`src/rtl/vga_scan_seq.sv`:
```
`default_nettype none
// ============================================================================
//  Module   : vga_scan_seq
//  Brief    : 640x480@60 VGA raster counters and sync generation, plus an
//             LFSR-driven one-hot lane sequencer for the falling-tile pattern.
//  Revision : 1.0  initial release
// ============================================================================
module vga_scan_seq #(
    parameter int         H_ACTIVE       = 640,
    parameter int         H_FP           = 16,
    parameter int         H_SYNC         = 96,
    parameter int         H_BP           = 48,
    parameter int         V_ACTIVE       = 480,
    parameter int         V_FP           = 10,
    parameter int         V_SYNC         = 2,
    parameter int         V_BP           = 33,
    parameter int         FRAMES_PER_ROW = 60,
    parameter logic [7:0] LFSR_SEED      = 8'hA5
) (
    input  logic       clk_d,
    input  logic       rst_n,
    input  logic       run,
    output logic       hsync,
    output logic       vsync,
    output logic [9:0] pixel_x,
    output logic [9:0] pixel_y,
    output logic       active,
    output logic       frame_tick,
    output logic [3:0] state,
    output logic       st_chng
);

    localparam int         H_TOTAL   = H_ACTIVE + H_FP + H_SYNC + H_BP;
    localparam int         V_TOTAL   = V_ACTIVE + V_FP + V_SYNC + V_BP;
    localparam logic [9:0] X_LAST    = 10'(H_TOTAL - 1);
    localparam logic [9:0] Y_LAST    = 10'(V_TOTAL - 1);
    localparam logic [9:0] X_VIS     = 10'(H_ACTIVE);
    localparam logic [9:0] Y_VIS     = 10'(V_ACTIVE);
    localparam logic [9:0] HS_FIRST  = 10'(H_ACTIVE + H_FP);
    localparam logic [9:0] HS_LAST   = 10'(H_ACTIVE + H_FP + H_SYNC - 1);
    localparam logic [9:0] VS_FIRST  = 10'(V_ACTIVE + V_FP);
    localparam logic [9:0] VS_LAST   = 10'(V_ACTIVE + V_FP + V_SYNC - 1);
    localparam logic [15:0] FCNT_LAST = 16'(FRAMES_PER_ROW - 1);

    logic [9:0]  next_x;
    logic [9:0]  next_y;
    logic [7:0]  lfsr;
    logic [7:0]  next_lfsr;
    logic [15:0] fcnt;
    logic        run_prev;
    logic [1:0]  cur_lane;
    logic [1:0]  new_lane;
    logic        row_due;

    // Next raster position: x wraps every line, y advances on the x wrap.
    always_comb begin
        next_x = pixel_x + 10'd1;
        next_y = pixel_y;
        if (pixel_x == X_LAST) begin
            next_x = '0;
            next_y = (pixel_y == Y_LAST) ? '0 : pixel_y + 10'd1;
        end
    end

    // Raster counters; decoded outputs are built from the next position so
    // they line up with the counters in the same cycle.
    always_ff @(posedge clk_d) begin
        if (!rst_n) begin
            pixel_x    <= X_LAST;
            pixel_y    <= Y_LAST;
            active     <= 1'b0;
            hsync      <= 1'b1;
            vsync      <= 1'b1;
            frame_tick <= 1'b0;
        end else begin
            pixel_x    <= next_x;
            pixel_y    <= next_y;
            active     <= (next_x < X_VIS) && (next_y < Y_VIS);
            hsync      <= !((next_x >= HS_FIRST) && (next_x <= HS_LAST));
            vsync      <= !((next_y >= VS_FIRST) && (next_y <= VS_LAST));
            frame_tick <= (next_x == X_LAST) && (next_y == Y_LAST);
        end
    end

    // Lane choice: LFSR low bits, bumped by one if it would repeat the
    // current lane. A frame_tick only counts if run was already high on the
    // previous edge, so a tick coinciding with run rising is ignored.
    always_comb begin
        next_lfsr = {lfsr[6:0], lfsr[7] ^ lfsr[5] ^ lfsr[4] ^ lfsr[3]};
        cur_lane  = 2'd0;
        case (state)
            4'b0010: cur_lane = 2'd1;
            4'b0100: cur_lane = 2'd2;
            4'b1000: cur_lane = 2'd3;
            default: cur_lane = 2'd0;
        endcase
        new_lane = next_lfsr[1:0];
        if (new_lane == cur_lane) begin
            new_lane = new_lane + 2'd1;
        end
        row_due = run && run_prev && frame_tick && (fcnt == FCNT_LAST);
    end

    // Frame counter, LFSR and lane register; run low freezes the pattern.
    always_ff @(posedge clk_d) begin
        if (!rst_n) begin
            lfsr     <= LFSR_SEED;
            fcnt     <= '0;
            run_prev <= 1'b0;
            state    <= 4'b0001;
            st_chng  <= 1'b0;
        end else begin
            run_prev <= run;
            st_chng  <= 1'b0;
            if (!run) begin
                fcnt <= '0;
            end else if (frame_tick) begin
                if (!run_prev || (fcnt == FCNT_LAST)) begin
                    fcnt <= '0;
                end else begin
                    fcnt <= fcnt + 16'd1;
                end
            end
            if (row_due) begin
                lfsr    <= next_lfsr;
                state   <= 4'b0001 << new_lane;
                st_chng <= 1'b1;
            end
        end
    end

endmodule
`default_nettype wire

```
`config.mk`:
```
export PLATFORM = sky130hd
export DESIGN_NAME = vga_scan_seq
export DESIGN_NICKNAME = d
export VERILOG_FILES = /design/src/rtl/vga_scan_seq.sv
export SDC_FILE = /design/constraint.sdc
export NUM_CORES = 1
export LEC_CHECK = 0
export BUFFER_PORTS_ARGS = -buffer_cell sky130_fd_sc_hd__buf_2
export CORE_MARGIN = 4
export CORE_UTILIZATION = 58
export DETAILED_ROUTE_END_ITERATION = 8
export PLACE_DENSITY = 0.89
export SLEW_MARGIN = 25
export SYNTH_ARGS = -nofsm -noshare
export SYNTH_HDL_FRONTEND = slang
export SYNTH_SLANG_ARGS = --single-unit
```
`constraint.sdc`:
```
create_clock -name clk_d -period 2.5 [get_ports clk_d]
set_input_delay 0.625 -clock clk_d [delete_from_list [all_inputs] [get_ports clk_d]]
set_output_delay 0.625 -clock clk_d [all_outputs]
set_load 0.05 [all_outputs]
```
# Yosys cells after proc, flatten, opt, wreduce, memory -nomap -nowiden
# Index checks and enable logic that the tools add are counted.
dict set report classes {
  n_eq_ne 9
  mux 7
  bitwise_logic 3
  n_reduce_logical 12
  shifts 1
  addsub 4
  magnitude_cmp 6
}
# op n
set op_table {}
lappend op_table {{10-bit == test, second input constant} 4}
lappend op_table {{10-bit two-way mux} 3}
lappend op_table {{10-bit by 1-bit adder with 10-bit output, second input constant} 2}
lappend op_table {{16-bit by 1-bit adder with 16-bit output, second input constant} 1}
lappend op_table {{16-bit by 6-bit == test with 1-bit output, second input constant} 1}
lappend op_table {{16-bit two-way mux} 1}
lappend op_table {{10-bit greater-or-equal comparator, second input constant} 1}
lappend op_table {{10-bit by 9-bit greater-or-equal comparator with 1-bit output, second input constant} 1}
lappend op_table {{10-bit <= comparator, second input constant} 1}
lappend op_table {{10-bit by 9-bit <= comparator with 1-bit output, second input constant} 1}
lappend op_table {{10-bit less-than comparator, second input constant} 1}
lappend op_table {{10-bit by 9-bit less-than comparator with 1-bit output, second input constant} 1}
lappend op_table {{1-bit logical AND} 7}
lappend op_table {{2-bit case mux with 3 select lines} 1}
lappend op_table {{4-bit by 2-bit == test with 1-bit output, second input constant} 1}
lappend op_table {{4-bit by 3-bit == test with 1-bit output, second input constant} 1}
lappend op_table {{4-bit == test, second input constant} 1}
lappend op_table {{1-bit by 2-bit << shifter with 4-bit output, first input constant} 1}
lappend op_table {{1-bit zero test} 3}
lappend op_table {{1-bit XOR} 3}
lappend op_table {{2-bit by 1-bit adder with 2-bit output, second input constant} 1}
lappend op_table {{2-bit == test} 1}
lappend op_table {{2-bit two-way mux} 1}
lappend op_table {{2-bit AND reduction} 1}
lappend op_table {{2 further kinds} 2}
dict set report totals {
  input_bits 3
  out_inout_bits 29
  word_cells 53
  register_bits 54
}

# Depth between registers and ports, before layout
# Gate-level depths: netlist (run 1).
dict set report logic_depth {
  ltp_word 6
  mapped_depth 8
  mapped_depth_nobuf 7
}

# Worst setup path before layout (run 1)
# Ideal clock, no wire load.
dict set report synth_path {
  kind {register to register}
  start {reg pixel_x[0]}
  end {reg vsync}
  stages_incl_launch_ff 8
  arrival_time_ps 2465
  setup_time_ps 131
  n_path_buf 1
  synth_period_minus_slack_ps 2596
  slack_ps -96
  cell_sequence {dfxtp_1 ha_1 nand4_4 or3_4 buf_6 or4_4 a21oi_2 nand4_1}
}
dict set report synth_via {
  elab_chain_cells 5
}
# element line
set synth_lines {}
lappend synth_lines {{from (decl)} 25} ;# output logic [9:0] pixel_x,
lappend synth_lines {{from (signal assigned)} 76} ;# pixel_x <= next_x;
lappend synth_lines {{10-bit == test (*)} 59} ;# if (pixel_x == X_LAST) begin
lappend synth_lines {{10-bit two-way mux (*)} 59}
lappend synth_lines {{10-bit by 9-bit greater-or-equal comparator with 1-bit output / 10-bit by 9-bit <= comparator with 1-bit output (equally long branches)} 80} ;# vsync <= !((next_y >= VS_FIRST) && (next_y <= VS_LAST));
lappend synth_lines {{1-bit logical AND (*)} 80}
lappend synth_lines {{1-bit zero test (*)} 80}
lappend synth_lines {{to (signal assigned)} 80}
lappend synth_lines {{to (decl)} 24} ;# output logic vsync,
# Mark *: on every way between the ends. The rest lies on a longest branch, timed or not.
# A chain may end at the register's enable or synchronous reset.

# Worst setup path in the final report (run 1)
# Same ends and word-level chain as after synthesis.

==> summary.txt, run 1 <==
Clocking
  – Clk_lat worst skew: 0.32 ns
  – Maximum clock insertion buffer count: 2
  – Total CTS buffers: 5
  – Root buffer selected by CTS: clkbuf_8
  – CTS tree: built
  – H-tree depth: 2
  – Clock sinks: 54
  – Setup Buffers After CTS: 0
  – Worst-path clk slew: 0.10 ns

Final layout
  – Share of layout cells above drive strength 1: 0.1602
  – Fillcell total: 364
  – Nets: 369
  – Post-Layout Cell Count: 414
  – Area grow syn2layout: 10.03%
  – Antenna Cells: 0
  – Most common cell after layout, fill and taps aside: dfxtp_1
  – Most frequent cells in the layout: dfxtp_1 (52), nor2_1 (42), nand2_1 (36), buf_2 (31), o21ai_0 (17)
  – Layout Utilization: 0.6825

Floorplan
  – Die ar.: 5992 µm²
  – IO Count: 32
  – Die width: 77.41 µm
  – Die height: 77.41 µm
  – Initial Util: 0.6203
  – Site Rows: 24
  – Core Region: 4504 µm²

Run
  – Total of max-cap violations: 0

Route
  – Via-per-instance ratio: 6.246
  – DR DRC count: 0
  – Wl on met1: 2.788 mm
  – Met2 WL: 2.894 mm
  – WL/cell: 15.34 µm
  – DRT iter0 DRCs: 242
  – DR top layer: met4
  – DRT antenna net count: 0
  – Total Wirelength: 6.352 mm
  – DRT Pass-1 Iters: 5
  – Vias: 2586
  – Met3 routed WL: 481 µm

Setup path
  – Crit path max-delay cell type: or4_4
  – Worst Path Required: 2.69 ns
  – CP Class: reg2reg
  – Crit path DAT: 2.49 ns
  – Crit path launch type: flop
  – Delay-heaviest family, CP: simple AND/OR/NAND/NOR gates
  – Crit path capture type: flop
  – Worst-path fanout max: 19
  – Peak per-stage delay on the critical path: 0.56 ns
  – Worst Path Buf+Inv: 0
  – Worst path cell trace: ha_2, nand4_4, or3_4, or4_4, a21oi_2, nand4_1

Power and ir drop
  – Peak VDD IR: 610.3 µV
  – Pwr per Cell Area: 933.8 nW/µm²
  – Leakage: 1.144 nW

Placed design
  – Gpl congestion: 0.9336
  – Port bufs: 31
  – Placed Cells: 406
  – Post-place setup slack: 0.1546 ns
  – Post-DP HPWL: 4.470 mm

GRT
  – Largest net degree at the start of global routing: 22
  – First-pass GRT wire length: 10.67 mm
  – Vias in the first global route: 2284
  – Gr ovfl total: 0
  – GRT Total Usage: 0.2161
  – Initial antenna violation count: 0

Logic synthesis
  – Share of the synthesized area in the top cell type: 0.3869
  – Top FF cell, synth: dfxtp_1
  – Synth area leaders: dfxtp_1 (39%), nor2_1 (5.6%), nand2_1 (4.8%)
  – Ys Warns: 0
  – Mapped cell area: 2794 µm²
  – Syn avg cell area: 8.390 µm²
  – Async set-reset flop share out of synthesis: 0
  – Post-synthesis cell type count: 61
  – Register area share after synthesis: 0.3869
  – Yosys reg bits: 54
  – Post-synth EDFFs: 0
  – Post-Syn Nets: 341
  – Cell taking the most area after synthesis: dfxtp_1
  – Mapped Cells: 333

Timing
  – RSZ-0062 raised after global routing: no
  – Setup TNS Final: 0 ns
  – Slew @ Worst Pin: 0.5966 ns
  – Relative slew slack: 0.5989
  – Final worst path period need: 2.295 ns
  – Final setup fails: 0
  – Crit share post-route: 0.9181
  – Worst Skew: 0.01156 ns
  – Fmax: 435.7 MHz
  – Hold Fails Final Rpt: 0
  – Setup WS post-layout: 0.2048 ns
  – Pins Over Slew Limit: 0

Hold path
  – Hold Path Class: reg2reg

Run status
  – Status: complete, no violations
-- cell usage after synthesis (3+ instances only) --
cell	count
nor4b_1	3
and3_1	5
ha_1	5
o31ai_1	4
o211ai_1	3
nor4_1	4
inv_1	11
or4_1	5
nand4_1	11
a21oi_1	11
nand2_1	36
xor2_1	13
nand3_1	11
o21ai_0	17
xnor2_1	15
nor2_1	42
buf_2	3
dfxtp_1	54
mux2i_1	4
and2_1	3
clkbuf_1	10
nor3_1	11
-- logic make-up (layout without fill, tap and decap cells) --
family / after synthesis / in the layout / share of synthesized area
muxes: 4 / 4 / 0.01433
adders and majority gates: 5 / 5 / 0.02239
AOI/OAI and AO/OA: 66 / 66 / 0.1644
DFF: 54 / 54 / 0.3869
buffers and inverters: 26 / 55 / 0.04165
and+or+nand+nor: 150 / 150 / 0.2826
xor gates and xnor gates: 28 / 28 / 0.08778
-- metrics by stage --
stage / total power, mW / instance area [µm²] / hold WS [ns]
global placement: 2.332 / 2979 / 0.4426
floorplan: 2.124 / 2796 / 0.4313
finish: 2.871 / 3074 / 0.4864
global route: 3.041 / 3074 / 0.5021
CTS: 2.862 / 3072 / 0.4888
detailed placement: 2.351 / 2979 / 0.4706
-- final cells by class --
type | instances | area (µm²) | area share
Tap cell | 52 | 65.06 | 0.02116
Timing Repair Buffer | 36 | 192.7 | 0.06268
Clock buffer | 5 | 68.82 | 0.02239
Multi-Input combinational cell | 253 | 1599 | 0.5201
Clock inverter | 3 | 23.77 | 0.007733
Inverter | 11 | 41.29 | 0.01343
Sequential cell | 54 | 1084 | 0.3525
-- worst reg2reg max path, cell delays in order (launching register included) --
cell and delay (ns):
dfxtp_2 0.41, ha_2 0.28, nand4_4 0.18, or3_4 0.49, or4_4 0.56, a21oi_2 0.17, nand4_1 0.09
-- layer usage --
metal	up-vias	track usage
met2	110	0.3230
met3	23	0.05324
met5	-	0
li1	1263	-
met1	1190	0.2946
met4	0	0.09964
-- flip-flops by register name, indices dropped and copies added (netlist names) --
name and flops:
state 4, pixel_y 10, lfsr 8, run_prev 1
frame_tick 1, fcnt 16, pixel_x 10, active 1
vsync 1, st_chng 1, hsync 1
-- power breakdown --
group	switching, mW	total, mW	leakage (nW)	internal, mW
Combinational	0.842	1.23	0.666	0.391
Sequential	0.182	1.14	0.438	0.954
Clock	0.300	0.501	0.0408	0.201
-- path summary, 6_finish.rpt --
| check | startpoint | to | slack (ns) | cells past startpoint |
|---|---|---|---|---|
| max | pixel_x[0] | vsync | 0.20 | 6 |
| min | lfsr[3] | lfsr[4] | 0.49 | 2 |
| max reg2reg | pixel_x[0] | vsync | 0.20 | 6 |
| min reg2reg | lfsr[3] | lfsr[4] | 0.49 | 2 |
-- repair_timing --
item | CTS | global route
setup endpoints to repair | 0 | 1
gates resized for setup | 0 | 1
hold buffers | 0 | 0
(Power assumes the default switching activity.)
==> run 2: changes to the inputs <==
- CAP_MARGIN: not set -> 0
- CORE_UTILIZATION: 58 -> 60
- PLACE_DENSITY: 0.89 -> 0.92
- clock period: 2.5 -> 2.65 ns (I/O delays scaled with it)
==> run 2 against run 1 <==
  * Final cell count did not move
  * Global-route usage fell by 0.47 points
  * Non-clock buffer count did not move
  * Worst hold slack got worse by 0.0083 ns
  * First-iteration DRC count rose by 0.83%
  * Critical endpoint unchanged
  * Largest cell class unchanged
==> summary.txt, run 2 (synthesized netlist as in run 1, its figures left out) <==
Run status
  – Status: complete, no violations

Setup path
  – Crit path launch type: flop
  – R2R Path Start: pixel_x[1]
  – Delay-heaviest family, CP: simple AND/OR/NAND/NOR gates
  – FF-to-FF End: vsync
  – Worst Path Buf+Inv: 0
  – R2R setup slack: 0.23 ns
  – Worst Path Required: 2.82 ns
  – Worst-path fanout max: 19
  – CP Class: reg2reg
  – Worst R2R Path Depth: 6
  – Worst path cell trace: ha_1, nand4_4, or3_4, or4_4, a21oi_2, nand4_1
  – Crit path max-delay cell type: or4_4
  – CP Depth: 6
  – Crit path DAT: 2.59 ns
  – Peak per-stage delay on the critical path: 0.56 ns
  – Crit path capture type: flop

Power and ir drop
  – Pint: 1.671 mW
  – Switching power: 1.211 mW
  – Combinational share of power: 0.402
  – Overall Power: 2.883 mW
  – Clock power frac: 0.228
  – Peak VDD IR: 748.0 µV
  – Switch share: 0.4202
  – Leakage: 1.177 nW
  – Flop pwr share: 0.370
  – Pwr per Cell Area: 924.2 nW/µm²

Placed design
  – Gpl congestion: 0.9128
  – Post-DP HPWL: 4.329 mm
  – Port bufs: 31

Timing
  – Final setup fails: 0
  – Slew @ Worst Pin: 0.5874 ns
  – Setup TNS Final: 0 ns
  – Fin Hold WS: 0.4780 ns
  – Pins Over Slew Limit: 0
  – Relative slew slack: 0.6052
  – Crit share post-route: 0.9133
  – RSZ-0062 raised after global routing: no
  – Hold Fails Final Rpt: 0
  – Worst Skew: 0.004922 ns
  – Final worst path period need: 2.420 ns
  – Fmax: 413.2 MHz

Route
  – DRT antenna net count: 0
  – Via-per-instance ratio: 6.114
  – Total Wirelength: 5.986 mm
  – DRT Pass-1 Iters: 4
  – DRT iter0 DRCs: 244
  – DR DRC count: 0
  – WL/cell: 14.46 µm
  – Vias: 2531

Clocking
  – Clock sinks: 54
  – H-tree depth: 2
  – Total CTS buffers: 5
  – CTS tree: built
  – Clk_lat worst skew: 0.30 ns
  – Root buffer selected by CTS: clkbuf_8
  – Maximum clock insertion buffer count: 2
  – CTS resizes: 0
  – Setup Buffers After CTS: 0
  – Worst-path clk slew: 0.09 ns
  – Hold Buf Count CTS: 0

GRT
  – Vias in the first global route: 2306
  – Gr ovfl total: 0
  – GRT Total Usage: 0.2114
  – First-pass GRT wire length: 10.51 mm
  – Largest net degree at the start of global routing: 22
  – Initial antenna violation count: 0

Floorplan
  – Die ar.: 5813 µm²
  – Core Region: 4444 µm²
  – Site Rows: 24
  – Initial Util: 0.6287
  – IO Count: 32
  – Die height: 76.24 µm
  – Die width: 76.24 µm

Final layout
  – Fillcell total: 366
  – Most frequent cells in the layout: dfxtp_1 (54), nor2_1 (42), nand2_1 (36), buf_2 (31), o21ai_0 (17)
  – Max FFs per register: 16
  – Nets: 369
  – Top Registers: fcnt x16, pixel_x x10, pixel_y x10
  – Area grow syn2layout: 11.64%
  – Antenna Cells: 0
  – FF/Latch Area: 1081 µm²
  – Share of layout cells above drive strength 1: 0.1519
  – Most common cell after layout, fill and taps aside: dfxtp_1
  – Largest Register: fcnt
  – Multi-input gate area: 1597 µm²

Run
  – Total of max-cap violations: 0

Hold path
  – Hold_sp: lfsr[6]
  – Hold EP: lfsr[7]
  – Hold Path Depth: 2
  – Hold Path Class: reg2reg
-- run 2: cell types whose count changed in the layout (fill, tap and decap cells not counted) --
cell	before	now
ha_1	4	5
bufinv_16	0	2
clkinvlp_4	2	0
ha_2	1	0
clkbuf_8	5	6
inv_6	1	0
dfxtp_1	52	54
dfxtp_2	2	0
-- run 2: how the worst max path moves through the flow --
stage / startpoint / end / slack (ns)
floorplan: pixel_x[0] / vsync / 0.05
global placement: pixel_x[1] / vsync / 0.37
detailed placement: pixel_x[1] / vsync / 0.26
CTS: pixel_x[1] / vsync / 0.25
global route: pixel_x[1] / active / 0.02
finish: pixel_x[1] / vsync / 0.23
-- run 2: layout make-up --
| class | instances | share of cell area |
|---|---|---|
| Clock buffer | 6 | 0.02647 |
| Clock inverter | 2 | 0.01925 |
| Sequential cell | 54 | 0.3466 |
| Inverter | 11 | 0.01324 |
| Tap cell | 52 | 0.02086 |
| Multi-Input combinational cell | 253 | 0.5118 |
| Timing Repair Buffer | 36 | 0.06177 |
-- run 2: power by group through the flow --
| stage | Sequential (mW) | Combinational [mW] | Clock, mW |
|---|---|---|---|
| final | 1.07 | 1.16 | 0.657 |
| after global routing | 1.08 | 1.26 | 0.712 |
| after CTS | 1.06 | 1.15 | 0.678 |
| after detailed placement | 1.08 | 1.15 | 0 |
| after global placement | 1.08 | 1.12 | 0 |
| after floorplan | 1.30 | 0.704 | 0 |
-- run 2: metrics by stage --
step	setup slack, ns	instance area, µm²	instances	utilization
detailed placement	0.2650	2977	406	0.6698
global placement	0.3733	2977	406	0.6698
global route	0.02396	3119	414	0.7019
CTS	0.2530	3119	414	0.7019
floorplan	0.05358	2794	333	-
finish	0.2298	3119	414	0.7019
-- run 2: tightest hold or removal path: cells and delay by family (launching register included) --
| family | cells | cell delay (ns) |
|---|---|---|
| and+or+nand+nor | 2 | 0.11 |
| DFF | 1 | 0.32 |
-- run 2: per-layer routing --
metal | global-route usage | share of wire | vias to the layer above
li1 | - | - | 1271
met1 | 0.2910 | 0.46 | 1178
met3 | 0.03546 | 0.066 | 6
met2 | 0.3462 | 0.47 | 76
met4 | 0.04891 | 0.0082 | 0
met5 | 0 | 0 | -
